<file path="config.mk">
export PLATFORM = sky130hd
export DESIGN_NAME = vga_fb_arbiter
export DESIGN_NICKNAME = d
export VERILOG_FILES = /design/src/rtl/vga_fb_arbiter.sv
export SDC_FILE = /design/constraint.sdc
export NUM_CORES = 1
export LEC_CHECK = 0
export ABC_AREA = 1
export CAP_MARGIN = 15
export CORE_AREA = 2 2 77 79
export CTS_CLUSTER_DIAMETER = 50
export DETAILED_ROUTE_END_ITERATION = 7
export DIE_AREA = 0 0 79 81
export PLACE_DENSITY_LB_ADDON = 0.3
export SKIP_CTS_REPAIR_TIMING = 1
export SLEW_MARGIN = 30
export SYNTH_ARGS = -nofsm -noshare
export SYNTH_HDL_FRONTEND = slang
export SYNTH_SLANG_ARGS = --single-unit
</file>
<file path="constraint.sdc">
create_clock -name clk -period 5.8 [get_ports clk]
set_input_delay 1.74 -clock clk [delete_from_list [all_inputs] [get_ports clk]]
set_output_delay 1.74 -clock clk [all_outputs]
set_load 0.02 [all_outputs]
</file>
<file path="src/rtl/vga_fb_arbiter.sv">
// vga_fb_arbiter: single-port framebuffer arbiter.
// Video scan-out owns active pixel ticks; clients share the rest round-robin.
module vga_fb_arbiter #(
  parameter int FB_W   = 320,
  parameter int FB_H   = 240,
  parameter int ADDR_W = 17,
  parameter int DATA_W = 8
) (
  input  logic              clk,
  input  logic              reset,
  input  logic              pix_tick,
  input  logic [9:0]        x,
  input  logic [9:0]        y,
  input  logic              video_en,
  output logic [DATA_W-1:0] pixel,
  output logic [ADDR_W-1:0] mem_addr,
  output logic [DATA_W-1:0] mem_wdata,
  output logic              mem_we,
  input  logic [DATA_W-1:0] mem_rdata,
  input  logic              wr_req,
  input  logic [ADDR_W-1:0] wr_addr,
  input  logic [DATA_W-1:0] wr_data,
  output logic              wr_ack,
  input  logic              rd_req,
  input  logic [ADDR_W-1:0] rd_addr,
  output logic              rd_ack,
  output logic [DATA_W-1:0] rd_data
);

  typedef enum logic [1:0] {
    IDLE,
    RD_WAIT,
    ACK
  } state_t;

  localparam logic [ADDR_W:0] FB_SIZE = (ADDR_W+1)'(FB_W * FB_H);

  state_t            state;
  state_t            state_nx;
  logic              prio_rd;
  logic              rd_oob;
  logic              tick_d;
  logic              vid_d;
  logic              vslot;
  logic              w_oob;
  logic              r_oob;
  logic              gnt_w;
  logic              gnt_r;
  logic [ADDR_W-1:0] vaddr;
  logic              unused_bits;

  assign unused_bits = ^{x[0], y[0]};

  // Slot classification, framebuffer address and client grant decision
  always_comb begin
    vslot = pix_tick & video_en;
    vaddr = ADDR_W'(y[9:1]) * ADDR_W'(FB_W) + ADDR_W'(x[9:1]);
    w_oob = ({1'b0, wr_addr} >= FB_SIZE);
    r_oob = ({1'b0, rd_addr} >= FB_SIZE);
    gnt_w = 1'b0;
    gnt_r = 1'b0;
    if (state == IDLE && !vslot) begin
      if (wr_req && (!rd_req || !prio_rd)) gnt_w = 1'b1;
      else if (rd_req)                     gnt_r = 1'b1;
    end
  end

  // Next-state logic and memory port mux (video wins, then grant, else idle)
  always_comb begin
    state_nx  = state;
    mem_addr  = '0;
    mem_wdata = '0;
    mem_we    = 1'b0;
    unique case (state)
      IDLE: begin
        if (gnt_w)      state_nx = ACK;
        else if (gnt_r) state_nx = RD_WAIT;
      end
      RD_WAIT: state_nx = ACK;
      ACK:     state_nx = IDLE;
      default: state_nx = IDLE;
    endcase
    if (vslot) begin
      mem_addr = vaddr;
    end else if (gnt_w) begin
      mem_addr  = wr_addr;
      mem_wdata = wr_data;
      mem_we    = !w_oob;
    end else if (gnt_r && !r_oob) begin
      mem_addr = rd_addr;
    end
  end

  // Client FSM state, round-robin flag, acks and read-data capture
  always_ff @(posedge clk or posedge reset) begin
    if (reset) begin
      state   <= IDLE;
      prio_rd <= 1'b0;
      rd_oob  <= 1'b0;
      wr_ack  <= 1'b0;
      rd_ack  <= 1'b0;
      rd_data <= '0;
    end else begin
      state  <= state_nx;
      wr_ack <= gnt_w;
      rd_ack <= (state == RD_WAIT);
      if (gnt_w) prio_rd <= 1'b1;
      if (gnt_r) begin
        prio_rd <= 1'b0;
        rd_oob  <= r_oob;
      end
      if (state == RD_WAIT) rd_data <= rd_oob ? '0 : mem_rdata;
    end
  end

  // Video pipeline: RAM data of a tick lands in pixel one cycle later
  always_ff @(posedge clk or posedge reset) begin
    if (reset) begin
      tick_d <= 1'b0;
      vid_d  <= 1'b0;
      pixel  <= '0;
    end else begin
      tick_d <= pix_tick;
      vid_d  <= vslot;
      if (tick_d) pixel <= vid_d ? mem_rdata : '0;
    end
  end

endmodule

</file>
==> impl_metrics.ini <==
[worst_setup_path]
endpoint_kind = primary output
reg2reg_slack_ns = 4.48
critical_path_arrival_ns = 3.92
criticalPathCategory = input port to primary output
path_max_fanout = 2
worstReg2RegEnd = rd_data[7]$_DFFE_PP0P_
crit_path_start = x[7]
crit_required_ns = 4.06
reg2regPathDepth = 4
critPathLaunchType = input port
r2r-start = state[1]$_DFFE_PP0P_

[synth]
syn-cell-area_um2 = 2080
ys_warn_count = 0
ys_seq_elements = 24
synth_nets = 414
synth_area_per_cell_um2 = 6.52
synthCells = 319
ys_seq_area_share_pct = 28.9
synth.distinct_cells = 30

[finish]
mostFrequentLayoutCells = nand2_1 (109), clkdlybuf4s50_1 (105), nand3_1 (42), inv_1 (39), buf_4 (26)
final_nets = 555
syn_to_final_growth_pct = 76.9
final_common_cell = nand2_1
fillers = 491
final_core_util_pct = 64.9
layout-drive-gt1-share_pct = 13.1
antenna_cells = 0
final_area_um2 = 3680
fin_cells = 533

[global_routing]
overflow = 0
grt_max_degree = 25
grt_antenna_before_repair = 0
grt_use_total_pct = 18.6
grt_first_pass_wirelength_mm = 9.69
grt_pass1_vias = 2314

[routing]
wl_mm = 6.16
viasPerCell = 4.61
dr.pass1.iters = 4
drtIter0Drc = 87
dr_total_vias = 2455
drcViolationCount = 0
postRouteAntennaNets = 0
wl_per_cell_um = 11.5

[die]
pin_count = 120
die_y_um = 81
start_util_pct = 36.7
core_um2 = 5680
die_area_um2 = 6400
die_x_um = 79
num_rows = 28

[clocking]
htreeDepth = 1
clock_sinks = 24
cts_root_buf = clkbuf_8
cts_tree = done
insertion_delay_ns = 0.26
numCtsBuffers = 3
clkSlewWorstSetupHoldPaths_ns = 0.08
clk_path_buf_depth = 2

[timing]
whs_ns = 0.486
post-route-period-util_pct = 97.5
max_freq_mhz = 177
finalWorstSetupSlack_ns = 0.143
fin_crit_ns = 5.66
clock_skew_ns = 0.00615
drv_slew = 0
final_hold_viol_count = 0
worst_pin_slew_ns = 0.791
slew_headroom_pct = 46.9
finalSetupViolCount = 0

[hold_path]
min_to = rd_data[1]$_DFFE_PP0P_
worstHoldPathType = flip-flop to flip-flop
hold_depth = 2
holdCritStartpoint = rd_data[1]$_DFFE_PP0P_

[place]
placed_cell_area_um2 = 3490
place_ws_ns = -0.654
dp.cells = 530
hpwl_mm = 5.07
gp_congestion = 0.880
port_buffers = 117

[power]
p_leak_nw = 1.85
cellPowerDensity_nw_per_um2 = 229
vdd_ir_drop_max_mv = 0.133

[status]
status = finished, final reports clean

[job]
cap_violations = 0
==> cell usage after synthesis <==
library cell / instances / area share (%)
nor2_4: 1 / 0.54
nand2_1: 110 / 20
xor2_1: 2 / 0.84
or2_1: 1 / 0.30
clkinv_1: 2 / 0.36
a21oi_1: 8 / 1.9
ha_1: 17 / 10
clkbuf_8: 1 / 0.66
a22oi_1: 1 / 0.36
nand3_1: 43 / 10
a21boi_1: 1 / 0.36
nor2_2: 4 / 1.2
or2_2: 1 / 0.30
nand4_1: 4 / 1.2
o21ai_0: 11 / 2.6
dfrtp_1: 24 / 29
buf_4: 2 / 0.72
inv_1: 40 / 7.2
nand3_2: 1 / 0.48
nor2_1: 25 / 4.5
nand2_2: 3 / 0.90
clkbuf_1: 2 / 0.36
a21o_1: 2 / 0.72
a31oi_1: 1 / 0.30
nand3b_1: 2 / 0.72
xnor2_1: 2 / 0.84
fa_1: 2 / 1.9
o211ai_1: 1 / 0.36
buf_2: 1 / 0.24
inv_2: 4 / 0.72
==> where the power goes <==
part	total, W	leakage [nW]	internal [W]	switching (W)
clock	0.0000935	0.0216	0.0000464	0.0000471
combinational	0.000513	1.51	0.000251	0.000262
sequential	0.000237	0.314	0.000212	0.0000254
==> worst max-delay path by stage <==
stage,endpoint,cells past startpoint,slack [ns]
final,mem_addr[10],11,0.14
after global routing,mem_addr[16],17,-0.05
after CTS,mem_addr[15],15,-0.67
after detailed placement,mem_addr[15],15,-0.65
after global placement,mem_addr[15],15,-0.60
after floorplan,mem_addr[15],13,0.52
==> worst max-delay path, stage by stage <==
cell and delay (ns):
clkdlybuf4s50_1 0.46, ha_1 0.15, inv_1 0.06, fa_1 0.38, inv_1 0.08, nand3_1 0.08
nand2_1 0.10, or2_2 0.11, nand3_1 0.05, nand3_1 0.10, clkdlybuf4s50_1 0.61
==> state kept, by name, indices dropped and copies added, names as in the netlist <==
| register | flops |
|---|---|
| pixel | 8 |
| prio_rd | 1 |
| rd_ack | 1 |
| rd_data | 8 |
| rd_oob | 1 |
| state | 2 |
| tick_d | 1 |
| vid_d | 1 |
| wr_ack | 1 |
==> layout make-up <==
| cell class | instances | area [um2] | area share [%] |
|---|---|---|---|
| inverter | 46 | 173 | 4.69 |
| clock buffer | 3 | 41.3 | 1.12 |
| multi-input combinational | 243 | 1400 | 38.0 |
| timing repair buffer | 142 | 1380 | 37.4 |
| tap | 75 | 93.8 | 2.55 |
| sequential | 24 | 601 | 16.3 |
==> stage by stage <==
| step | setup TNS, ns | power [W] |
|---|---|---|
| floorplan | 0 | 0.000494 |
| detailed placement | -3.74 | 0.000738 |
| CTS | -3.81 | 0.000834 |
| global route | -0.104 | 0.000908 |
| finish | 0 | 0.000843 |
| global placement | -3.43 | 0.000729 |
==> logic make-up after synthesis <==
group	count (synthesis)	share of synthesized area, %
compound gates	25	6.68
xor+xnor	4	1.68
fa+ha+maj	19	12.1
buf+inv	52	10.3
flops	24	28.9
simple gates	195	40.3
==> per-layer routing <==
metal / GRT usage [%] / part of all wire [%] / wire length [um]
met5: 0 / 0 / 0
met4: 7.59 / 2.8 / 170
met3: 1.33 / 3.1 / 191
met2: 35.9 / 54 / 3340
met1: 21.2 / 40 / 2450
Note: power is estimated with default switching activity, not from simulation.
==> variant 1 (config.mk and constraints unchanged) <==
Re-encode `state_t` (3 states) as one-hot, 3 bits wide.
--- a/src/rtl/vga_fb_arbiter.sv
+++ b/src/rtl/vga_fb_arbiter.sv
@@ -28,8 +28,8 @@
 );
 
-  typedef enum logic [1:0] {
-    IDLE,
-    RD_WAIT,
-    ACK
+  typedef enum logic [2:0] {
+    IDLE    = 3'b001,
+    RD_WAIT = 3'b010,
+    ACK     = 3'b100
   } state_t;
 
Check against the original RTL: same outputs for any inputs over 10 cycles, from zero or initial values and one cycle with reset high; not proved beyond that.
==> variant 1 against the unedited design <==
Routed wire length is 2.9% lower; sequential cell count is 1 higher; core utilization is 1.1 points higher; design area is 1.7% higher; total power is 5.9% higher; area after synthesis is 1.9% higher; clock power is 6.3% higher; setup slack better by 20 ps; sequential share of layout area is 0.43 points higher; critical endpoint is now mem_addr[13]; largest cell class is now non-clock buffers; highest routed layer unchanged.
==> variant 1: results (changes against the unedited design) <==
<table>
<tr><th>Metric</th><th>Value</th></tr>
<tr><th colspan="2">Setup path</th></tr>
<tr><td>Worst r2r dst</td><td>rd_oob</td></tr>
<tr><td>Maximum fanout along the worst path</td><td>5 (+3)</td></tr>
<tr><td>Origin of the critical flop-to-flop path</td><td>state[0]</td></tr>
<tr><td>Reg2Reg Setup Slack</td><td>4340 ps (-140 ps)</td></tr>
<tr><th colspan="2">GRT</th></tr>
<tr><td>Gr usage total</td><td>18.3% (-0.27 points)</td></tr>
<tr><td>First-pass GRT wire length</td><td>9580 um (-1.1%)</td></tr>
<tr><th colspan="2">Run status</th></tr>
<tr><td>Result of the run</td><td>finished clean</td></tr>
<tr><th colspan="2">Logic synthesis</th></tr>
<tr><td>Most common library cells after synthesis</td><td>97 x sky130_fd_sc_hd__nand2_1, 48 x sky130_fd_sc_hd__inv_1, 30 x sky130_fd_sc_hd__nand3_1, 24 x sky130_fd_sc_hd__dfrtp_1, 23 x sky130_fd_sc_hd__nor2_1</td></tr>
<tr><td>Sequential-to-total area share from yosys stat</td><td>29.6% (+0.69 points)</td></tr>
<tr><td>Count of unique library cells instantiated by Yosys</td><td>35 (+17%)</td></tr>
<tr><td>Net Count, Synth</td><td>408 (-1.4%)</td></tr>
<tr><td>Top cells by area, synth</td><td>sky130_fd_sc_hd__dfrtp_1 28%, sky130_fd_sc_hd__nand2_1 17%, sky130_fd_sc_hd__ha_1 10%</td></tr>
<tr><th colspan="2">Timing</th></tr>
<tr><td>Final worst clock skew</td><td>2.67 ps (-3.49 ps)</td></tr>
<tr><td>Worst-margin pin slew</td><td>836 ps (+45.3 ps)</td></tr>
<tr><th colspan="2">Routing</th></tr>
<tr><td>Detailed-route vias per instance</td><td>4.69 (+1.7%)</td></tr>
<tr><td>First DRT Iteration DRCs</td><td>56 (-36%)</td></tr>
<tr><td>Detailed-route wire length</td><td>5980 um (-2.9%)</td></tr>
<tr><th colspan="2">Finish</th></tr>
<tr><td>Final #Nets</td><td>552 (-0.54%)</td></tr>
<tr><td>Fill cell total of the finished layout</td><td>501 (+2.0%)</td></tr>
<tr><td>Largest registers</td><td>pixel x8, rd_data x8, state x3</td></tr>
<tr><td>Fraction of final layout cells sized beyond drive strength 1</td><td>16.4% (+3.3 points)</td></tr>
<tr><th colspan="2">Placement</th></tr>
<tr><td>Post-DP HPWL</td><td>4910 um (-3.1%)</td></tr>
<tr><td>Routability-driven placement congestion ratio</td><td>0.825 (-6.2%)</td></tr>
<tr><td>Placed inst area</td><td>3550 um^2 (+1.8%)</td></tr>
<tr><th colspan="2">Min path</th></tr>
<tr><td>Cell depth of the worst min-delay path</td><td>1 (-1)</td></tr>
<tr><th colspan="2">Power and ir drop</th></tr>
<tr><td>Worst vdd rail ir drop</td><td>0.171 mV (+28%)</td></tr>
</table>
[variant 1: worst max path at each step]
stage	cells past startpoint	endpoint	slack (ps)	start
floorplan	13	mem_addr[15]	460	y[2]
global placement	15	mem_addr[15]	-580	y[2]
detailed placement	15	mem_addr[15]	-600	y[2]
CTS	15	mem_addr[15]	-600	y[2]
global route	15	mem_addr[15]	-5	y[7]
finish	11	mem_addr[13]	160	y[7]
[variant 1: cells by family (layout without fill, tap and decap cells)]
kind of cell,Yosys count,after routing,synth area share [%]
DFF,25,25,29.6
adders and majority gates,19,19,11.9
AOI/OAI and AO/OA,37,37,10.7
and+or+nand+nor,168,168,35.0
xor gates and xnor gates,2,2,0.826
buffers and inverters,62,205,12.0
[variant 1: area by class of cell]
| cell class | instances | area share, % |
|---|---|---|
| repair buffers | 145 | 37.5 |
| clock buffers | 3 | 1.10 |
| inverters | 56 | 5.75 |
| multi-input cells | 226 | 36.3 |
| clock inverters | 1 | 0.134 |
| flip-flops and latches | 25 | 16.8 |
| well taps | 75 | 2.51 |
[variant 1: critical path: stages]
cell and delay [ps]:
sky130_fd_sc_hd__clkdlybuf4s50_1 500, sky130_fd_sc_hd__ha_1 240, sky130_fd_sc_hd__ha_1 290, sky130_fd_sc_hd__or2_1 270, sky130_fd_sc_hd__nand3_1 140, sky130_fd_sc_hd__nand2_4 90
sky130_fd_sc_hd__buf_4 130, sky130_fd_sc_hd__a21oi_1 120, sky130_fd_sc_hd__o21ai_0 90, sky130_fd_sc_hd__nand2_1 70, sky130_fd_sc_hd__dlymetal6s2s_1 220
[variant 1: per-stage QoR]
step | hold WS [ps] | cells | setup TNS (ps) | setup WS [ps] | utilization [%]
2_1_floorplan | 440 | 313 | 0 | 460 | -
3_3_place_gp | 456 | 527 | -3380 | -575 | 62.6
3_5_place_dp | 457 | 527 | -3460 | -595 | 62.6
4_1_cts | 470 | 531 | -3490 | -597 | 63.4
5_1_grt | 506 | 531 | -4.78 | -4.78 | 65.9
6_report | 471 | 531 | 0 | 163 | 65.9
[variant 1: routing by layer]
metal	routed length, um	vias up	GRT usage (%)
met5	0	-	0
met4	137	0	7.41
met3	230	12	1.44
met2	3270	67	36.4
met1	2340	1125	20.0
li1	-	1284	-
[variant 1: report_power, final]
group | internal [mW] | leakage (nW) | switching [mW] | total, mW
Sequential | 0.222 | 0.321 | 0.0299 | 0.252
Clock | 0.0481 | 0.0255 | 0.0513 | 0.0994
Combinational | 0.263 | 1.57 | 0.279 | 0.542
==> variant 2 (config.mk and constraints unchanged) <==
Without the edit above. Set the parameter `DATA_W` to 10 (it was 8).
--- a/src/rtl/vga_fb_arbiter.sv
+++ b/src/rtl/vga_fb_arbiter.sv
@@ -5,5 +5,5 @@
   parameter int FB_H   = 240,
   parameter int ADDR_W = 17,
-  parameter int DATA_W = 8
+  parameter int DATA_W = 10
 ) (
   input  logic              clk,
Interface: changed (5 resized); port bits go from 120 to 130. The function was not compared with the original's and may differ.
==> variant 2 against the unedited design <==
Clock skew fell by 4.4 ps; routed wire length grew 8.2%; setup slack improved by 24 ps; clock power rose by 3.7%; design area rose by 6.1%; first-iteration DRC count is 38% higher; area after synthesis increased by 7.5%; register-to-register slack improved by 50 ps; total power up 1.7%; sequential cell count is 4 higher; non-clock buffer count rose by 13; combinational power fell by 3%.
==> variant 2: results (changes against the unedited design) <==
<table>
<tr><th>Metric</th><th>Value</th></tr>
<tr><th colspan="2">Finish</th></tr>
<tr><td>Fraction of final layout cells sized beyond drive strength 1</td><td>12.9% (-0.18 points)</td></tr>
<tr><td>Sequential fraction of total cell area</td><td>17.9% (+1.6 points)</td></tr>
<tr><td>Synth-to-layout area growth</td><td>74.6%</td></tr>
<tr><td>Signal buf overhead</td><td>38.5% (+1.1 points)</td></tr>
<tr><td>Seq cells</td><td>28 (+17%)</td></tr>
<tr><td>Share of the final layout cell area in multi-input gates</td><td>34.4% (-3.6 points)</td></tr>
<tr><td>Non-clock buffer count in the final layout</td><td>155 (+9.2%)</td></tr>
<tr><th colspan="2">Power and ir drop</th></tr>
<tr><td>Net switching component of the power</td><td>0.336 mW (+0.44%)</td></tr>
<tr><td>Worst vdd rail ir drop</td><td>0.139 mV (+4.1%)</td></tr>
<tr><th colspan="2">Timing</th></tr>
<tr><td>Final-layout worst hold slack</td><td>493 ps (+6.49 ps)</td></tr>
<tr><td>Final worst clock skew</td><td>1.74 ps (-4.42 ps)</td></tr>
<tr><th colspan="2">Routing</th></tr>
<tr><td>Routed met3 length</td><td>247 um (+29%)</td></tr>
<tr><td>Detailed-route vias per instance</td><td>4.78 (+3.8%)</td></tr>
<tr><th colspan="2">GRT</th></tr>
<tr><td>Met1 track demand over resource in global routing</td><td>23.9% (+2.7 points)</td></tr>
<tr><td>Pin count of the biggest net entering global routing</td><td>29 (+16%)</td></tr>
<tr><td>Met2 Use GR</td><td>39.5% (+3.6 points)</td></tr>
<tr><td>Met3 GRT Util</td><td>1.89% (+0.56 points)</td></tr>
<tr><th colspan="2">Setup path</th></tr>
<tr><td>Maximum fanout along the worst path</td><td>5 (+3)</td></tr>
<tr><th colspan="2">Logic synthesis</th></tr>
<tr><td>Synthesized-area fraction occupied by ao, oa, aoi and oai cells</td><td>12.1% (+5.5 points)</td></tr>
<tr><td>Avg Inst Size Synth</td><td>6.82 um^2 (+4.6%)</td></tr>
<tr><td>Parity-gate share of the synthesized area counting xor and xnor cells</td><td>1.12% (-0.57 points)</td></tr>
<tr><td>Net Count, Synth</td><td>427 (+3.1%)</td></tr>
<tr><td>Share of synthesized cell area in full adder, half adder and majority cells</td><td>11.3% (-0.85 points)</td></tr>
<tr><th colspan="2">Run status</th></tr>
<tr><td>Result of the run</td><td>finished clean</td></tr>
<tr><th colspan="2">Placement</th></tr>
<tr><td>Post-DP HPWL</td><td>5460 um (+7.7%)</td></tr>
</table>
variant 2: changes by cell type in the layout (fill, tap and decap cells not counted), moves of 4 or more:
cell	delta
sky130_fd_sc_hd__o31ai_1	+6
sky130_fd_sc_hd__ha_1	+4
sky130_fd_sc_hd__nand2_1	-6
sky130_fd_sc_hd__o22ai_1	+6
sky130_fd_sc_hd__nand3_1	-10
sky130_fd_sc_hd__ha_4	-5
sky130_fd_sc_hd__inv_1	+11
sky130_fd_sc_hd__dfrtp_1	+4
sky130_fd_sc_hd__clkdlybuf4s50_1	+5
sky130_fd_sc_hd__dlymetal6s2s_1	+4
variant 2: final timing paths:
check	from	to	depth (start not counted)
worst min-delay path	prio_rd	prio_rd	2
worst max register to register	state[1]	rd_data[4]	3
worst max-delay path	y[6]	mem_addr[13]	14
max in group asynchronous	reset	rd_oob	2
worst min register to register	prio_rd	prio_rd	2
min in group asynchronous	reset	pixel[4]	2
